## src/rtl/addsub16_arbiter.sv

```systemverilog
// addsub16_arbiter
//   Shares a single 16-bit ripple adder/subtractor between two requesters.
//   A request is arbitrated in IDLE and its operands are captured. The add or
//   subtract runs in EXEC, and the result is presented in RESP on the winning
//   requester's response channel.
//
// Ports
//   clk, rst_n                 clock, asynchronous active-low reset
//   req_valid/req_ready[1:0]   per-requester request handshake
//   req0_a/b, req1_a/b         operands; req_sub[i] = 1 selects a - b
//   rsp_valid/rsp_ready[1:0]   per-requester response handshake
//   rsp_sum/rsp_cout/rsp_ovf   shared result, qualified by rsp_valid
//   busy                       high whenever the FSM is not in IDLE
//
// Configuration macro
//   ADDSUB_ARB_ROUND_ROBIN_EN  defined   : round-robin between both requesters
//                              undefined : fixed priority, requester 0 first

// Ripple-carry adder. Subtraction inverts b and uses carry-in = sub.
module full_addersub16 (
  input  logic [15:0] a,
  input  logic [15:0] b,
  input  logic        sub,
  output logic [15:0] sum,
  output logic        cout,
  output logic        ovf
);
  logic [15:0] b_eff;
  logic [16:0] carry;

  assign b_eff    = b ^ {16{sub}};
  assign carry[0] = sub;

  generate
    for (genvar gi = 0; gi < 16; gi++) begin : g_fa
      assign sum[gi]     = a[gi] ^ b_eff[gi] ^ carry[gi];
      assign carry[gi+1] = (a[gi] & b_eff[gi]) | (carry[gi] & (a[gi] ^ b_eff[gi]));
    end
  endgenerate

  assign cout = carry[16];
  // Overflow occurs only when the operands have equal signs and the result sign differs.
  assign ovf  = (a[15] == b_eff[15]) && (sum[15] != a[15]);
endmodule

module addsub16_arbiter #(
  parameter int WIDTH = 16
) (
  input  logic             clk,
  input  logic             rst_n,
  input  logic [1:0]       req_valid,
  output logic [1:0]       req_ready,
  input  logic [WIDTH-1:0] req0_a,
  input  logic [WIDTH-1:0] req0_b,
  input  logic [WIDTH-1:0] req1_a,
  input  logic [WIDTH-1:0] req1_b,
  input  logic [1:0]       req_sub,
  output logic [1:0]       rsp_valid,
  input  logic [1:0]       rsp_ready,
  output logic [WIDTH-1:0] rsp_sum,
  output logic             rsp_cout,
  output logic             rsp_ovf,
  output logic             busy
);
  typedef enum logic [1:0] {IDLE, EXEC, RESP} state_t;

  state_t           state_q, state_d;
  logic             last_grant_q, last_grant_d;
  logic             gnt_q, gnt_d;
  logic [WIDTH-1:0] a_q, a_d;
  logic [WIDTH-1:0] b_q, b_d;
  logic             sub_q, sub_d;
  logic [WIDTH-1:0] sum_q, sum_d;
  logic             cout_q, cout_d;
  logic             ovf_q, ovf_d;
  logic [1:0]       rsp_valid_q, rsp_valid_d;

  logic             grant;
  logic [WIDTH-1:0] add_sum;
  logic             add_cout;
  logic             add_ovf;

  // The adder always sees the captured operands. Its result is only registered
  // in EXEC, so the long carry path runs from operand flops to result flops.
  full_addersub16 u_addsub (
    .a    (a_q),
    .b    (b_q),
    .sub  (sub_q),
    .sum  (add_sum),
    .cout (add_cout),
    .ovf  (add_ovf)
  );

  // Grant selection. When no request is valid, grant points at requester 1,
  // but req_ready remains 0 because it is also gated by req_valid[grant].
  always_comb begin
    grant = ~req_valid[0];
`ifdef ADDSUB_ARB_ROUND_ROBIN_EN
    if (req_valid == 2'b11) begin
      grant = ~last_grant_q;
    end
`endif
  end

  always_comb begin
    req_ready = 2'b00;
    if (state_q == IDLE && req_valid[grant]) begin
      req_ready[grant] = 1'b1;
    end
  end

  always_comb begin
    state_d      = state_q;
    last_grant_d = last_grant_q;
    gnt_d        = gnt_q;
    a_d          = a_q;
    b_d          = b_q;
    sub_d        = sub_q;
    sum_d        = sum_q;
    cout_d       = cout_q;
    ovf_d        = ovf_q;
    rsp_valid_d  = rsp_valid_q;
    case (state_q)
      IDLE: begin
        if (req_valid[grant]) begin
          a_d          = grant ? req1_a : req0_a;
          b_d          = grant ? req1_b : req0_b;
          sub_d        = req_sub[grant];
          gnt_d        = grant;
          last_grant_d = grant;
          state_d      = EXEC;
        end
      end
      EXEC: begin
        sum_d              = add_sum;
        cout_d             = add_cout;
        ovf_d              = add_ovf;
        rsp_valid_d        = 2'b00;
        rsp_valid_d[gnt_q] = 1'b1;
        state_d            = RESP;
      end
      RESP: begin
        // Only the granted requester's rsp_ready can release the result.
        if (rsp_ready[gnt_q]) begin
          rsp_valid_d = 2'b00;
          state_d     = IDLE;
        end
      end
      default: begin
        rsp_valid_d = 2'b00;
        state_d     = IDLE;
      end
    endcase
  end

  always_ff @(posedge clk or negedge rst_n) begin
    if (!rst_n) begin
      state_q      <= IDLE;
      last_grant_q <= 1'b1;
      gnt_q        <= 1'b0;
      a_q          <= '0;
      b_q          <= '0;
      sub_q        <= 1'b0;
      sum_q        <= '0;
      cout_q       <= 1'b0;
      ovf_q        <= 1'b0;
      rsp_valid_q  <= 2'b00;
    end else begin
      state_q      <= state_d;
      last_grant_q <= last_grant_d;
      gnt_q        <= gnt_d;
      a_q          <= a_d;
      b_q          <= b_d;
      sub_q        <= sub_d;
      sum_q        <= sum_d;
      cout_q       <= cout_d;
      ovf_q        <= ovf_d;
      rsp_valid_q  <= rsp_valid_d;
    end
  end

  assign rsp_valid = rsp_valid_q;
  assign rsp_sum   = sum_q;
  assign rsp_cout  = cout_q;
  assign rsp_ovf   = ovf_q;
  assign busy      = (state_q != IDLE);
endmodule

```

## config.mk

```make
export PLATFORM = sky130hd
export DESIGN_NAME = addsub16_arbiter
export DESIGN_NICKNAME = d
export VERILOG_FILES = /design/src/rtl/addsub16_arbiter.sv
export SDC_FILE = /design/constraint.sdc
export NUM_CORES = 1
export LEC_CHECK = 0
export CAP_MARGIN = 20
export CORE_ASPECT_RATIO = 1.75
export CORE_MARGIN = 10
export CORE_UTILIZATION = 45
export CTS_BUF_LIST = sky130_fd_sc_hd__clkbuf_4
export DETAILED_ROUTE_END_ITERATION = 8
export PLACE_DENSITY_LB_ADDON = 0.05
export SLEW_MARGIN = 0
export SYNTH_ARGS = -nofsm -noshare
export SYNTH_HDL_FRONTEND = slang
export SYNTH_HIERARCHICAL = 1
export SYNTH_SLANG_ARGS = --single-unit
```

## constraint.sdc

```tcl
create_clock -name clk -period 11.47 [get_ports clk]
set_input_delay 2.294 -clock clk [delete_from_list [all_inputs] [get_ports clk]]
set_output_delay 2.294 -clock clk [all_outputs]
set_load 0.02 [all_outputs]
```

==> impl_results.md <==
- Final worst-path cycle share: 0.664
- Residual DRC: 0
- Maximum number of pins on one net before global-route repair: 57
- Cell seen most often among critical-path stages: fa_1
- Hold bufs inserted after CTS: 0
- Placement Rows: 39
- Wire length of the first global-routing pass: 11,600 µm
- Most area-hungry cell type in the Yosys netlist: dfrtp_1
- Synthesized flop and latch total: 56
- Flip-flop and latch area: 0.00140 mm²
- Clk root buf: clkbuf_4
- Post-Synthesis Net Count: 322
- TritonCTS clock tree: yes
- Post-synth design cell area: 0.00297 mm²
- Iteration count of the initial detailed-routing pass: 4
- Multi-input gate area in the final layout: 0.00134 mm²
- Cell with the biggest individual delay on the critical path: dfrtp_1
- Arrival time reported for the critical path endpoint: 7870 ps
- Slew margin rel.: 0.376
- Unique masters post-synth: 26
- Status: finished clean
- Worst Tran Pin Value: 935 ps
- Avg WL per Cell: 18.0 µm
- Delay of the slowest cell on the worst path: 900 ps
- Upper clock frequency limit: 131 MHz
- Routability cong.: 0.707
- Synth-to-Final Area Change: 33.8%
- Post-cts repair resize count: 0
- Bufs on Longest Clock Path: 2
- Final wirelength: 7330 µm
- Filler cell count: 549
- Worst supply voltage drop on vdd: 0.122 mV
- Core Area: 0.00649 mm²
- Area of the die: 0.0104 mm²
- Final period demand of the worst path: 7610 ps
- Count of endpoints failing setup in the final report: 0
- Net count, final: 411
- Power density cells: 296 mW/mm²
- Gate count after technology mapping: 234
- Placed cell area: 0.00392 mm²
- Number of setup buffers added after CTS: 0
- Clock tree skew after final layout: 20.4 ps
- Insertion delay of the later-clocked pin in the worst-skew pair: 380 ps
- Overall global routing resource usage: 0.145
- Final hold violations: 0
- Leakage power total: 0.00173 µW
- Vias: 2,076
- Horizontal die dimension: 81.5 µm
- Buffers and inverters on the worst path: 2
- H-tree Lvls: 2
- Leading cell types by total area after synthesis: dfrtp_1, a221o_1, fa_1, mux2_2, and2_1
- YS warnings: 6
- Initial standard-cell utilization of the core: 0.458
- Startpoint type of the worst setup path: flop
- Number of antenna cells inserted: 0
- Number of I/O port buffers: 94
- Gate family responsible for the most delay along the worst path: adder cells
- Nature of the critical path endpoint: flop
- Clock net sink count: 56
- Unrepaired setup endpoints after global routing: false
- Residual overflow from global routing: 0
- Number of nets with antenna violations after routing: 0
- Number of global-route vias before repair: 2,273
- Clock-pin slew on the worst setup and hold paths: 150 ps
- I/O Pins: 95
- Share of cells above drive strength 1: 0.111
- Worst endpoint required time: 11,730 ps
- Average instance area after synthesis: 12.7 µm²
- Largest fanout on the critical path: 17
- Class of the worst hold path: flop to flop
- Post-synth top area share: 0.471
- Design area: 0.00398 mm²
- Fin Setup TNS: 0 ps
- Y dimension of the die: 128 µm
- Vias/cell: 5.11
- Pins Over Slew Limit: 0
- WS Path Type: flop to flop
- Number of clock buffers inserted by TritonCTS: 5
- Portion of the post-synthesis area used by sequential elements: 0.471
- Cell breakdown of the critical path: mux2_2 > fa_1 > inv_1 > fa_1 > fa_1 > fa_1 > fa_1 > fa_1 > fa_1 > fa_1 > fa_1 > fa_1 > fa_1 > fa_1 > fa_1 > fa_1 > inv_1 > fa_1 > xnor2_1 > nor2_1 > mux2_2
- HPWL after DPL: 5730 µm
- Number of violations of the max-capacitance limit: 0
- Detailed Route Iter0 Violations: 107
- Number of antenna violations at the first check in global routing: 0
worst paths after layout:
path | from | to | slack, ps | depth (start not counted)
max | sub_q | rsp_ovf | 3860 | 21
min | rsp_sum[8] | rsp_sum[8] | 530 | 1
max reg2reg | sub_q | rsp_ovf | 3860 | 21
min reg2reg | rsp_sum[8] | rsp_sum[8] | 530 | 1
max in group asynchronous | rst_n | rsp_sum[5] | 8960 | 2
min in group asynchronous | rst_n | rsp_sum[0] | 2010 | 2
report_power, final:
| group | switching [µW] | leakage, µW | total (µW) | internal [µW] |
|---|---|---|---|---|
| clock | 59.7 | 0.0000363 | 89.2 | 29.5 |
| sequential | 84.8 | 0.000683 | 383 | 298 |
| combinational | 335 | 0.00101 | 707 | 372 |
layout by cell type (no fill, tap or decap), drive strengths merged, types with 2 or more instances in the layout:
| master | n |
|---|---|
| a221o | 33 |
| and2 | 34 |
| buf | 4 |
| clkbuf | 7 |
| clkdlybuf4s50 | 93 |
| dfrtp | 56 |
| fa | 15 |
| inv | 31 |
| mux2 | 19 |
| mux2i | 2 |
| nor2 | 2 |
| o2bb2ai | 2 |
| xnor2 | 14 |
| xor2 | 3 |
routing by layer:
metal | GRT usage | wire length [µm] | up-vias
li1 | - | - | 978
met1 | 0.151 | 2670 | 1031
met2 | 0.262 | 4090 | 62
met3 | 0.0485 | 485 | 5
met4 | 0.0399 | 89 | 0
met5 | 0 | 0 | -
Yosys cell counts, drive strengths merged:
master and count:
a211oi 1, a21bo 1, a21o 1, a221o 33, and2 34, buf 13, clkbuf 2, dfrtp 56
fa 15, ha 1, inv 31, mux2 19, mux2i 2, nand2b 1, nor2 2, nor2b 1
nor4b 1, o21ai 1, o2bb2ai 2, xnor2 14, xor2 3
metrics by stage:
stage	worst slack, ps	cells	hold slack [ps]	power, µW	utilization
2_1_floorplan	4590	234	479	886	-
3_3_place_gp	4010	398	489	1100	0.604
3_5_place_dp	3860	398	495	1120	0.604
4_1_cts	3810	406	531	1210	0.613
5_1_grt	3530	406	543	1300	0.613
6_report	3860	406	525	1180	0.613
registers in the layout, summed over array words and instances (netlist names):
| signal | count |
|---|---|
| state_q | 2 |
| rsp_valid | 2 |
| rsp_sum | 16 |
| b_q | 16 |
| sub_q | 1 |
| a_q | 16 |
| rsp_cout | 1 |
| rsp_ovf | 1 |
| gnt_q | 1 |
cell families (layout without fill, tap and decap cells):
group                      count (synthesis)  in the layout  synth area share
AOI/OAI and AO/OA                         39             39             0.127
xor gates and xnor gates                  17             17            0.0501
adders and majority gates                 16             16             0.105
buffers and inverters                     46            136            0.0799
DFF                                       56             56             0.471
muxes                                     21             21            0.0787
and+or+nand+nor                           39             39            0.0879
layout make-up:
type / count / share of cell area
Sequential cell: 56 / 0.352
Multi-Input combinational cell: 132 / 0.336
Timing Repair Buffer: 97 / 0.241
Inverter: 31 / 0.0292
Tap cell: 82 / 0.0258
Clock buffer: 7 / 0.0132
Clock inverter: 1 / 0.00220
No activity file was read; power rests on OpenSTA's default activity.
